$ cat src/rtl/ahb_manager_pkg.sv
// Shared AHB-Lite types and constants for the core-side AHB manager.
package ahb_manager_pkg;

    typedef logic [31:0] word_t;

    typedef enum logic [1:0] {
        HTRANS_IDLE   = 2'b00,
        HTRANS_BUSY   = 2'b01,
        HTRANS_NONSEQ = 2'b10,
        HTRANS_SEQ    = 2'b11
    } htrans_t;

    localparam logic [1:0] HSIZE_BYTE = 2'd0;
    localparam logic [1:0] HSIZE_HALF = 2'd1;
    localparam logic [1:0] HSIZE_WORD = 2'd2;

    typedef struct packed {
        logic       write;
        word_t      addr;
        logic [3:0] wen;
        word_t      store;
    } ahb_req_t;

    typedef struct packed {
        logic  valid;
        logic  write;
        word_t store;
        logic  err_local;
    } ahb_dslot_t;

endpackage

$ cat src/rtl/ahb_manager_strobe_decode.sv
// Maps a core request (write, addr, byte strobes) onto AHB haddr/hsize.
// Loads are always whole-word; stores must use a naturally aligned strobe pattern.
module ahb_strobe_decode
    import ahb_manager_pkg::*;
(
    input  logic        i_write,
    input  logic [31:0] i_addr,
    input  logic [3:0]  i_wen,
    output logic [31:0] o_haddr,
    output logic [1:0]  o_hsize,
    output logic        o_illegal
);

    logic [1:0] w_offset;

    always_comb begin
        w_offset  = 2'd0;
        o_hsize   = HSIZE_WORD;
        o_illegal = 1'b0;
        if (i_write) begin
            case (i_wen)
                4'b0001: begin w_offset = 2'd0; o_hsize = HSIZE_BYTE; end
                4'b0010: begin w_offset = 2'd1; o_hsize = HSIZE_BYTE; end
                4'b0100: begin w_offset = 2'd2; o_hsize = HSIZE_BYTE; end
                4'b1000: begin w_offset = 2'd3; o_hsize = HSIZE_BYTE; end
                4'b0011: begin w_offset = 2'd0; o_hsize = HSIZE_HALF; end
                4'b1100: begin w_offset = 2'd2; o_hsize = HSIZE_HALF; end
                4'b1111: begin w_offset = 2'd0; o_hsize = HSIZE_WORD; end
                default: o_illegal = 1'b1;
            endcase
        end
    end

    // Low address bits come only from the strobe pattern, never from the core address.
    assign o_haddr = (i_addr & 32'hFFFF_FFFC) | {30'd0, w_offset};

endmodule

$ cat src/rtl/ahb_manager.sv
// AHB-Lite manager: two-slot pipeline (address phase A, data phase D) turning
// core load/store requests into NONSEQ transfers with in-order responses.
module ahb_manager
    import ahb_manager_pkg::*;
(
    input  logic        i_clk,
    input  logic        i_rst,
    input  logic        i_req_valid,
    output logic        o_req_ready,
    input  logic        i_req_write,
    input  logic [31:0] i_req_addr,
    input  logic [3:0]  i_req_wen,
    input  logic [31:0] i_req_store,
    output logic        o_resp_valid,
    output logic [31:0] o_resp_load,
    output logic        o_resp_err,
    output logic [31:0] o_haddr,
    output htrans_t     o_htrans,
    output logic [1:0]  o_hsize,
    output logic        o_hwrite,
    output logic [31:0] o_hwdata,
    input  logic        i_hready,
    input  logic        i_hresp,
    input  logic [31:0] i_hrdata
);

    ahb_req_t    w_req;
    logic [31:0] w_haddr;
    logic [1:0]  w_hsize;
    logic        w_illegal;
    logic        w_a_load;
    logic        w_accept;
    logic        w_d_done;

    logic        r_a_valid;
    logic        r_a_write;
    logic        r_a_illegal;
    logic [31:0] r_a_store;
    logic [31:0] r_haddr;
    logic [1:0]  r_hsize;
    logic        r_hwrite;
    ahb_dslot_t  r_d;
    logic        r_resp_valid;
    logic        r_resp_err;
    logic [31:0] r_resp_load;

    assign w_req.write = i_req_write;
    assign w_req.addr  = i_req_addr;
    assign w_req.wen   = i_req_wen;
    assign w_req.store = i_req_store;

    ahb_strobe_decode u_decode (
        .i_write   (w_req.write),
        .i_addr    (w_req.addr),
        .i_wen     (w_req.wen),
        .o_haddr   (w_haddr),
        .o_hsize   (w_hsize),
        .o_illegal (w_illegal)
    );

    // Slot A can take a new request when it is empty or is moving into D this cycle.
    assign w_a_load = ~r_a_valid | i_hready;
    assign w_accept = i_req_valid & w_a_load;
    assign w_d_done = i_hready & r_d.valid;

    always_ff @(posedge i_clk or posedge i_rst) begin
        if (i_rst) begin
            r_a_valid    <= 1'b0;
            r_a_write    <= 1'b0;
            r_a_illegal  <= 1'b0;
            r_a_store    <= '0;
            r_haddr      <= '0;
            r_hsize      <= HSIZE_BYTE;
            r_hwrite     <= 1'b0;
            r_d          <= '0;
            r_resp_valid <= 1'b0;
            r_resp_err   <= 1'b0;
            r_resp_load  <= '0;
        end else begin
            if (i_hready) begin
                r_d.valid     <= r_a_valid;
                r_d.write     <= r_a_write;
                r_d.store     <= r_a_store;
                r_d.err_local <= r_a_illegal;
            end
            if (w_a_load) begin
                r_a_valid <= w_accept;
                if (w_accept) begin
                    r_a_write   <= w_req.write;
                    r_a_store   <= w_req.store;
                    r_a_illegal <= w_illegal;
                    // Bus address controls keep their last value across idle/illegal slots.
                    if (!w_illegal) begin
                        r_haddr  <= w_haddr;
                        r_hsize  <= w_hsize;
                        r_hwrite <= w_req.write;
                    end
                end
            end
            r_resp_valid <= w_d_done;
            r_resp_err   <= w_d_done & (i_hresp | r_d.err_local);
            r_resp_load  <= (w_d_done & ~r_d.write & ~r_d.err_local & ~i_hresp) ? i_hrdata : '0;
        end
    end

    assign o_req_ready  = w_a_load;
    assign o_htrans     = (r_a_valid & ~r_a_illegal) ? HTRANS_NONSEQ : HTRANS_IDLE;
    assign o_haddr      = r_haddr;
    assign o_hsize      = r_hsize;
    assign o_hwrite     = r_hwrite;
    assign o_hwdata     = (r_d.valid & r_d.write & ~r_d.err_local) ? r_d.store : '0;
    assign o_resp_valid = r_resp_valid;
    assign o_resp_err   = r_resp_err;
    assign o_resp_load  = r_resp_load;

endmodule
$ cat config.mk
export PLATFORM = sky130hd
export DESIGN_NAME = ahb_manager
export DESIGN_NICKNAME = d
export VERILOG_FILES = /design/src/rtl/ahb_manager_pkg.sv /design/src/rtl/ahb_manager_strobe_decode.sv /design/src/rtl/ahb_manager.sv
export SDC_FILE = /design/constraint.sdc
export NUM_CORES = 1
export LEC_CHECK = 0
export ABC_AREA = 1
export CAP_MARGIN = 20
export CORE_MARGIN = 2
export CORE_UTILIZATION = 46
export CTS_BUF_LIST = sky130_fd_sc_hd__clkbuf_4 sky130_fd_sc_hd__clkbuf_8
export CTS_CLUSTER_DIAMETER = 80
export DETAILED_ROUTE_END_ITERATION = 8
export PLACE_DENSITY = 0.84
export SLEW_MARGIN = 10
export SYNTH_ARGS = -nofsm -noshare
export SYNTH_HDL_FRONTEND = slang
export SYNTH_SLANG_ARGS = --single-unit
$ cat constraint.sdc
create_clock -name i_clk -period 6.2 [get_ports i_clk]
set_input_delay 0.93 -clock i_clk [delete_from_list [all_inputs] [get_ports i_clk]]
set_output_delay 0.93 -clock i_clk [all_outputs]
set_load 0.1 [all_outputs]
### Yosys cells after proc, flatten, opt, wreduce, memory -nomap -nowiden

Cells that the tools add are included.

* equal/unequal tests: 7
* mux-type cells: 9
* bitwise operators: 18
* reductions and logical operators: 6

Operator list (count)
* 32-bit 2-to-1 mux: 2
* 32-bit by 2-bit bitwise OR with 32-bit output: 1
* 4-bit == test, second input constant: 3
* 1-bit AND: 9
* 4-bit by 2-bit == test with 1-bit output, second input constant: 2
* 7-bit OR reduction: 1
* 2-bit 2-to-1 mux: 3
* 1-bit NOT: 6
* 2-bit case mux with 3 select lines: 1
* 4-bit by 1-bit == test with 1-bit output, second input constant: 1
* 4-bit by 3-bit == test with 1-bit output, second input constant: 1
* 2-bit case mux with 2 select lines: 1
* 2-bit OR reduction: 2
* 4-bit OR reduction: 1
* 3-bit AND reduction: 1
* 1-bit 2-to-1 mux: 2
* 1-bit bitwise OR: 2
* 2-bit AND reduction: 1

* flip-flop bits (word level): 139
* input bits: 106
* output and inout bits: 104
* word-level logic and storage cells: 54

### Logic depth before layout (Yosys ltp)

* depth after elaboration: 6
* gate-level depth with buffers: 10
* mapped depth without buffers: 9

### By module

A second synthesis with hierarchy kept.

* cell total of the unflattened synthesis: 655
* area, all modules: 5808.1 µm²

By module, submodules not included
* ahb_manager: instances 1, cells an instance 600, area an instance 5475.3 µm², seq. area each 3478.3 µm²
* ahb_strobe_decode: instances 1, cells an instance 55, area an instance 332.8 µm², seq. area each 0.0 µm²

### Least setup slack after synthesis

No wires, ideal clock.

* path type: register -> output
* start point: register r_d[0] (netlist name)
* end point: output port o_hwdata[10]
* arrival time: 2.018 ns
* data required time: 5.270 ns
* setup slack: 3.252 ns
* cell stages (with the launch flop): 5
* buffers on the path: 1
* path through: dfrtp_1 > inv_1 > nand3_1 > clkbuf_1 > nor2_1

* longest elaborated chain between the ends: 3

Ends and longest elaborated chain
* from (decl): RTL line ahb_manager.sv:42 `ahb_dslot_t r_d;`
* 1-bit NOT: RTL line ahb_manager.sv:111 `assign o_hwdata = (r_d.valid & r_d.write & ~r_d.err_local) ? r_d.store : '0;`
* 1-bit AND: RTL line ahb_manager.sv:111
* 32-bit 2-to-1 mux: RTL line ahb_manager.sv:111
* to (decl): RTL line ahb_manager.sv:21 `output logic [31:0] o_hwdata,`

No other way between the ends.

### Final worst setup path

* start point: input port i_hready
* end point: output port o_req_ready

* longest elaborated chain between the ends: 1

Ends and longest elaborated chain
* from (decl): RTL line ahb_manager.sv:22 `input logic i_hready,`
* 1-bit bitwise OR: RTL line ahb_manager.sv:62 `assign w_a_load = ~r_a_valid | i_hready;`
* to (decl): RTL line ahb_manager.sv:9 `output logic o_req_ready,`

No other way between the ends.

==> flow_summary.ini <==
[hold_path]
hp-class = flop to flop
hp-start = o_haddr[5]
whs_endpoint = o_haddr[5]
min_path_cells = 2

[die]
io_pins = 210
die_w_um = 114
dieArea_um2 = 12900
rows = 40
start_util_pct = 46.6
core_um2 = 11900
die_h_um = 114

[grt]
grt_pass1_vias = 4562
grtUsageTotal_pct = 21.1
antenna_found_initial = 0
grt.overflow.total = 0
grt_pass1_wl_um = 21600
grt_max_degree = 101

[setup_path]
start_kind = input port
cp_data_required_time_ns = 5.27
r2r-end = o_haddr[1]
r2r_start = r_a_valid
rrSetupSlack_ns = 3.84
critical_path_class = input port to primary output
path_max_fanout = 70
cp.arrival_ns = 2.91
ff2ff_path_depth = 6
end_kind = primary output

[place]
dpl_worst_slack_ns = 2.37
place_congestion = 0.755
hpwl_um = 9090
io_buffers = 206
placed_cell_area_um2 = 7600
placed_cells_incl_taps = 940

[layout]
n_antenna_cell = 0
drive_above_1_share_pct = 7.52
synthToLayoutAreaGrowth_pct = 44.2
fillCellCount = 929
final_area_um2 = 7970
layoutNonFillerInstCount = 971
nets = 918

[timing]
setup_slack_ns = 2.36
setup_tns_ns = 0
min_period_ns = 3.84
drv_slew = 0
fin_worst_hold_slack_ns = 0.473
setup_viol = 0
finalHoldViolations = 0
skew_ns = 0.00690
finalCritPeriodShare_pct = 61.9
rsz0062_at_grt = no
fmax_mhz = 260
tightest_slew_ns = 1.04
slew_headroom_pct = 30.7

[run_status]
status = complete, no violations

[routing]
wirelength_um = 13400
ant_nets = 0
num_vias = 4567
drt_iter0_drc = 340
routed_via_density = 4.70
dr.pass1.iters = 4
wire_per_inst_um = 13.8
drc = 0

[synth]
synth_top_area_share_pct = 62.9
yosys_warnings = 0
syn_area_per_cell_um2 = 8.99
ys_types = 20
syn_inst = 615
synth_area_leaders = dfrtp_1 63%, nand2_1 14%, inv_1 4.8%
synth_nets = 721
synth_seq_cells = 139
synth_top_cell_by_area = dfrtp_1
synth_area_um2 = 5530
yosysSeqAreaShare_pct = 62.9

[cts]
h-tree-depth = 4
clkSinkCount = 139
clk_pin_slew_ns = 0.07
postCtsSetupBuffers = 0
cts_tree = built
postCtsResizedCells = 0
cts_hold_buf = 0
root_buffer = clkbuf_8
clk_path_buf_depth = 2
clock_latency_ns = 0.43
cts_buffers = 17

[pwr]
p_leak_nw = 3.99
powerDensity_nw_per_um2 = 323
vdd_drop_max_mv = 0.237

[flow_run]
cap_violations = 0
[where the power goes]
group	internal (mW)	leakage, nW	switching [mW]
clock	0.356	0.201	0.319
combinational	0.211	2.01	0.621
sequential	1.02	1.78	0.0529
total	1.58	3.99	0.992
[placed cells by master, fill, tap and decap left out, types with 2 or more instances in the layout]
cell type and instances:
clkdlybuf4s50_1 205, nor2_2 4, nand2_1 204, clkbuf_8 21, o21ai_0 37, nand3_1 37, dfrtp_1 139, nor2_1 68
inv_2 5, nand2_2 12, clkinv_2 8, nand2_8 2, inv_1 70, buf_4 3
[logic make-up (layout without fill, tap and decap cells)]
logic type	Yosys count	in the layout	synth area share (%)
buf+inv	108	317	8.87
simple gates	329	329	24.7
compound gates	38	38	3.46
flops	139	139	62.9
other cells	1	1	0.0679
[worst max-delay path by stage]
stage / startpoint / endpoint / cells past startpoint
detailed placement: i_hready / o_req_ready / 5
finish: i_hready / o_req_ready / 5
global route: i_hready / o_req_ready / 5
CTS: i_hready / o_req_ready / 5
global placement: i_hready / o_req_ready / 5
floorplan: i_rst / o_haddr[0] / 1
[per-layer routing]
metal  track usage [%]  up-vias  part of all wire (%)  routed length (um)
li1                  -     2224                     -                   -
met4              10.2        0                   3.1                 413
met2              35.0      166                    50                6710
met3              5.21       35                   5.6                 750
met1              26.2     2142                    41                5530
met5                 0        -                     0                   0
[layout make-up]
class	instances	area (um2)	share of cell area (%)
flip-flops and latches	139	3480	43.7
repair buffers	209	2080	26.1
multi-input cells	368	1560	19.6
clock buffers	22	297	3.72
inverters	77	297	3.72
well taps	147	184	2.31
clock inverters	9	70.1	0.879
[critical path, cell delays in order]
cell and delay, ns:
buf_2 0.08, buf_4 0.49, inv_2 0.13, nand2_4 0.11, clkdlybuf4s50_1 1.15
[sequential cells by signal, indices dropped and copies added (netlist names)]
| signal | count |
|---|---|
| o_haddr | 32 |
| r_a_write | 1 |
| o_resp_valid | 1 |
| o_resp_err | 1 |
| o_resp_load | 32 |
| r_d | 35 |
| o_hwrite | 1 |
| r_a_store | 32 |
| r_a_valid | 1 |
| o_hsize | 2 |
| r_a_illegal | 1 |
[stage by stage]
step	util (%)	power [mW]
2_1_floorplan	-	1.68
3_3_place_gp	64.0	1.90
3_5_place_dp	64.0	1.92
4_1_cts	67.1	2.60
5_1_grt	67.2	2.69
6_report	67.2	2.58
[cells in the mapped netlist]
cell type  number
buf_4          11
nor2_2          4
nor2_1         68
dfrtp_1       139
o22ai_1         1
buf_2           9
clkbuf_1        7
conb_1          1
clkbuf_4        1
inv_2           5
nand2_8         2
nand2_1       204
nand3_1        38
o21ai_0        37
nand2_4         1
buf_6           2
inv_4           1
buf_8           1
nand2_2        12
inv_1          71
Power figures use the tool's default switching activity.
